[src/rtl/fifo_arb_pkg.sv]
// Shared definitions for the round-robin FIFO write arbiter: FSM encoding
// and default parameter values.
package fifo_arb_pkg;

    typedef enum logic {
        ST_IDLE = 1'b0,
        ST_LOCK = 1'b1
    } state_t;

    localparam int unsigned DEF_WIDTH    = 8;
    localparam int unsigned DEF_NREQ     = 4;
    localparam int unsigned DEF_MAXBEATS = 16;

endpackage

[src/rtl/rr_pick.sv]
// Combinational round-robin picker: first requester set in req, searching
// upward from (last_owner+1) mod NREQ with wrap.
module rr_pick
    import fifo_arb_pkg::*;
#(
    parameter int unsigned NREQ = DEF_NREQ
) (
    input  logic [NREQ-1:0]         req,
    input  logic [$clog2(NREQ)-1:0] last_owner,
    output logic [NREQ-1:0]         pick,
    output logic                    found
);

    localparam int unsigned IW = $clog2(NREQ);

    always_comb begin
        pick  = '0;
        found = 1'b0;
        // k = NREQ wraps back to last_owner itself, so a lone requester is re-granted
        for (int unsigned k = 1; k <= NREQ; k++) begin
            if (!found && req[IW'((32'(last_owner) + k) % NREQ)]) begin
                pick[IW'((32'(last_owner) + k) % NREQ)] = 1'b1;
                found = 1'b1;
            end
        end
    end

endmodule

[src/rtl/fifo_rr_write_arbiter.sv]
// Packet-level round-robin arbiter granting one requester at a time the write
// port of a downstream synchronous FIFO, with a beat limit per packet.
module fifo_rr_write_arbiter
    import fifo_arb_pkg::*;
#(
    parameter int unsigned WIDTH    = DEF_WIDTH,
    parameter int unsigned NREQ     = DEF_NREQ,
    parameter int unsigned MAXBEATS = DEF_MAXBEATS
) (
    input  logic                  clk,
    input  logic                  reset,
    input  logic [NREQ-1:0]       req_valid,
    input  logic [NREQ-1:0]       req_last,
    input  logic [NREQ*WIDTH-1:0] req_data,
    output logic [NREQ-1:0]       req_ready,
    input  logic                  fifo_full,
    output logic                  fifo_w_en,
    output logic [WIDTH-1:0]      fifo_din,
    output logic [NREQ-1:0]       grant,
    output logic                  busy,
    output logic                  len_err
);

    localparam int unsigned IW = $clog2(NREQ);
    localparam int unsigned CW = $clog2(MAXBEATS + 1);

    state_t           state;
    logic [IW-1:0]    owner;
    logic [IW-1:0]    last_owner;
    logic [IW-1:0]    pick_idx;
    logic [CW-1:0]    count;
    logic [CW-1:0]    count_next;
    logic [NREQ-1:0]  pick;
    logic             found;
    logic             xfer;
    logic             release_pkt;
    logic [WIDTH-1:0] lane [NREQ];

    rr_pick #(.NREQ(NREQ)) u_rr_pick (
        .req        (req_valid),
        .last_owner (last_owner),
        .pick       (pick),
        .found      (found)
    );

    for (genvar gi = 0; gi < NREQ; gi++) begin : g_lane
        assign lane[gi] = req_data[gi*WIDTH +: WIDTH];
    end

    // One-hot pick to index of the next owner
    always_comb begin
        pick_idx = '0;
        for (int unsigned i = 0; i < NREQ; i++) begin
            if (pick[i]) pick_idx = IW'(i);
        end
    end

    // Only the owner sees ready; reset suppresses any handshake in its cycle
    always_comb begin
        req_ready = '0;
        if (state == ST_LOCK && !reset && !fifo_full) req_ready[owner] = 1'b1;
    end

    assign xfer        = req_valid[owner] & req_ready[owner];
    assign count_next  = count + CW'(1);
    assign release_pkt = xfer & (req_last[owner] | (count_next == CW'(MAXBEATS)));

    assign fifo_w_en = xfer;
    assign fifo_din  = (state == ST_LOCK) ? lane[owner] : '0;
    assign busy      = (state == ST_LOCK);

    always_ff @(posedge clk) begin
        if (reset) begin
            state      <= ST_IDLE;
            grant      <= '0;
            owner      <= '0;
            last_owner <= IW'(NREQ - 1);
            count      <= '0;
            len_err    <= 1'b0;
        end else begin
            case (state)
                ST_IDLE: begin
                    if (found) begin
                        state <= ST_LOCK;
                        grant <= pick;
                        owner <= pick_idx;
                        count <= '0;
                    end
                end
                ST_LOCK: begin
                    if (xfer) count <= count_next;
                    if (release_pkt) begin
                        state      <= ST_IDLE;
                        grant      <= '0;
                        last_owner <= owner;
                        if (!req_last[owner]) len_err <= 1'b1;
                    end
                end
                default: state <= ST_IDLE;
            endcase
        end
    end

endmodule

[config.mk]
export PLATFORM = sky130hd
export DESIGN_NAME = fifo_rr_write_arbiter
export DESIGN_NICKNAME = d
export VERILOG_FILES = /design/src/rtl/fifo_arb_pkg.sv /design/src/rtl/rr_pick.sv /design/src/rtl/fifo_rr_write_arbiter.sv
export SDC_FILE = /design/constraint.sdc
export NUM_CORES = 1
export LEC_CHECK = 0
export ABC_AREA = 1
export CAP_MARGIN = 20
export CORE_ASPECT_RATIO = 2
export CORE_MARGIN = 1.5
export CORE_UTILIZATION = 42
export CTS_CLUSTER_DIAMETER = 120
export DETAILED_ROUTE_END_ITERATION = 16
export PLACE_DENSITY_LB_ADDON = 0.15
export SYNTH_ARGS = -nofsm -noshare
export SYNTH_HDL_FRONTEND = slang
export SYNTH_SLANG_ARGS = --single-unit
[constraint.sdc]
create_clock -name clk -period 2.6 [get_ports clk]
set_clock_uncertainty 0.05 [all_clocks]
set_input_delay 0.52 -clock clk [delete_from_list [all_inputs] [get_ports clk]]
set_output_delay 0.52 -clock clk [all_outputs]
set_load 0.005 [all_outputs]
==> reports/results.txt, run 1 <==
status - complete, no violations
vias in the first global route - 1,641
H-Tree Depth - 1
Min-Delay Endpoint - len_err
Initial Util - 43.2%
Clock Sink Count - 15
fin nets - 331
CP startpoint kind - input pin
WP data arrival - 1.94 ns
final worst slack - 0.0881 ns
pin count of the biggest net entering global routing - 14
Die ar. - 3580 um^2
CP startpoint - reset
power density over the cells - 370 nW/um^2
cells after synthesis - 207
TritonCTS clock tree - yes
DIE WIDTH - 43.1 um
# IOs - 62
Post-Synthesis Net Count - 259
total CTS buffers - 3
peak supply drop - 373 uV
pre-CTS setup slack - 0.0377 ns
root buffer cell - clkbuf_8
total number of vias - 1,658
share of cells above drive strength 1 - 11.5%
Clk pin slew, worst setup/hold paths - 0.06 ns
RSZ-0062 raised after global routing - no
max-cap violation count - 0
Critical Path Max Stage Delay - 0.53 ns
IO buf count - 61
#FFs+latches synth - 15
post-detailed-route wirelength per cell - 13.8 um
Antenna Cells - 0
Worst path slowest cell - clkdlybuf4s50_1
drt first pass iters - 4
Min-Delay Startpoint - len_err
actual slew at the worst max-slew pin - 0.330 ns
DRC viols - 0
post_cts resized - 0
drt initial violations - 37
R2R Setup Slk - 0.38 ns
Max Clk Rate - 398 MHz
hold_buf cts - 0
Final period util - 96.6%
number of cell rows - 29
Slew HR - 77.9%
Die Span Y - 83.1 um
Static Leak - 0.000915 uW
synth warn - 0
final hold violation count - 0
CORE AREA - 3120 um^2
critical path class - input pin to output port
Final Max Slew Viols - 0
GRT Residual Overflow - 0
CTS Buffer Depth - 2
first-pass GRT wire length - 6.94 mm
min-delay worst type - register to register
CP Cell Sequence - clkdlybuf4s50_1 > nor3_2 > inv_1 > nor3_1 > clkdlybuf4s50_1
Area growth syn-to-layout - 56.5%
Synth Area per Inst - 6.52 um^2
final setup TNS - 0 ns
Tmin final - 2.51 ns
Top cell by count, worst path - clkdlybuf4s50_1
Final setup violation count - 0
Distinct cells, synth - 22
detailed-route vias per instance - 5.37
Hold Crit Depth - 2
WP data required - 2.03 ns
total routed wirelength - 4.28 mm
CP Max Fanout - 4
Final ANT Viol Nets - 0
worst skew pair latency - 0.24 ns
RePlAce Congestion - 0.961
HPWL after DPL - 3.40 mm
fillers - 296
Reg2Reg Depth - 10
Critical Path Sink Type - output port
Final Core Density - 67.6%
R2R Path Start - last_owner[1]
initial antenna violation count - 0
FF-to-FF End - owner[0]
mapped cell area - 1350 um^2
post-synthesis sequential area ratio - 22.3%
Global Route Usage Sum - 24.2%
post-CTS setup buffer count - 0
worst max path at each step:
| stage | cells after the start | endpoint |
|---|---|---|
| CTS | 5 | req_ready[0] |
| floorplan | 10 | grant[0] |
| detailed placement | 5 | req_ready[0] |
| finish | 5 | req_ready[0] |
| global placement | 5 | req_ready[0] |
| global route | 5 | req_ready[0] |
per-layer routing:
| metal | wire length, um | up-vias | track usage (%) | share of wire (%) |
|---|---|---|---|---|
| met1 | 1620 | 770 | 25.2 | 38 |
| li1 | - | 851 | - | - |
| met5 | 0 | - | 0 | 0 |
| met2 | 2480 | 27 | 46.4 | 58 |
| met4 | 99 | 0 | 10.5 | 2.3 |
| met3 | 74 | 10 | 1.74 | 1.7 |
metrics by stage:
| step | power, uW | cells | hold WS [ns] | instance area, um^2 |
|---|---|---|---|---|
| floorplan | 429 | 207 | 0.397 | 1350 |
| global placement | 593 | 305 | 0.388 | 2050 |
| detailed placement | 595 | 305 | 0.395 | 2050 |
| CTS | 783 | 309 | 0.408 | 2100 |
| global route | 834 | 309 | 0.438 | 2110 |
| finish | 781 | 309 | 0.407 | 2110 |
cells by family (layout without fill, tap and decap cells):
logic type / Yosys count / count (layout) / synth area share (%)
and+or+nand+nor: 103 / 103 / 36.9
AOI/OAI and AO/OA: 49 / 49 / 22.4
DFF: 15 / 15 / 22.3
adders and majority gates: 9 / 9 / 8.35
xor gates and xnor gates: 2 / 2 / 1.30
buffers and inverters: 29 / 100 / 8.81
synthesized netlist by cell type:
master,count,area share [%]
nand2_1,43,12
buf_6,1,0.83
or2_2,1,0.46
clkbuf_1,2,0.56
nand3_4,3,3.9
nand2_2,4,1.9
nand4_1,1,0.46
xor2_1,2,1.3
nor2_1,13,3.6
dfxtp_1,15,22
o21ai_4,1,1.2
a21oi_1,24,8.9
inv_1,21,5.8
buf_2,2,0.74
nor2_2,1,0.46
a22oi_1,18,10
nand3_1,33,12
nand2_4,1,0.83
inv_2,3,0.83
o21ai_0,6,2.2
nor3_1,3,1.1
ha_1,9,8.3
layout by cell type, fill, tap and decap left out, types with 2 or more instances in the layout:
cell type | synthesis | routed
a21oi_1 | 24 | 24
a22oi_1 | 18 | 18
buf_4 | 0 | 11
clkbuf_8 | 0 | 3
clkdlybuf4s50_1 | 0 | 61
dfxtp_1 | 15 | 13
dfxtp_2 | 0 | 2
ha_1 | 9 | 9
inv_1 | 21 | 21
inv_2 | 3 | 3
nand2_1 | 43 | 43
nand2_2 | 4 | 4
nand3_1 | 33 | 33
nand3_4 | 3 | 3
nor2_1 | 13 | 13
nor3_1 | 3 | 2
o21ai_0 | 6 | 6
xor2_1 | 2 | 2
power breakdown:
group	switching (uW)	internal, uW
clock network	80.5	106
registers	15.8	244
logic	161	174
final cells by class:
cell class	instances	area, um^2	area share, %
clock buffers	3	41.3	1.96
well taps	31	38.8	1.84
repair buffers	72	693	32.8
multi-input cells	163	940	44.5
inverters	24	90.1	4.27
clock inverters	1	5.00	0.237
flip-flops and latches	15	303	14.3
registers in the layout, indices dropped and copies added, names as in the netlist:
name and flops:
owner 2, last_owner 2, count 5, busy 1, grant 4, len_err 1
critical path: cells and delay by family:
| kind | cells | cell delay [ns] |
|---|---|---|
| buf+inv | 3 | 1.07 |
| simple gates | 2 | 0.36 |
No activity file was read; power rests on OpenSTA's default activity.
==> inputs of run 2 (changes only) <==
--- a/config.mk
+++ b/config.mk
@@ -10,7 +10,7 @@
 export CORE_ASPECT_RATIO = 2
 export CORE_MARGIN = 1.5
 export CORE_UTILIZATION = 42
-export CTS_CLUSTER_DIAMETER = 120
+export CTS_CLUSTER_DIAMETER = 200
 export DETAILED_ROUTE_END_ITERATION = 16
 export PLACE_DENSITY_LB_ADDON = 0.15
 export SYNTH_ARGS = -nofsm -noshare
==> results of run 2 <==
Final layout, timing and power as in run 1 (identical DEF).
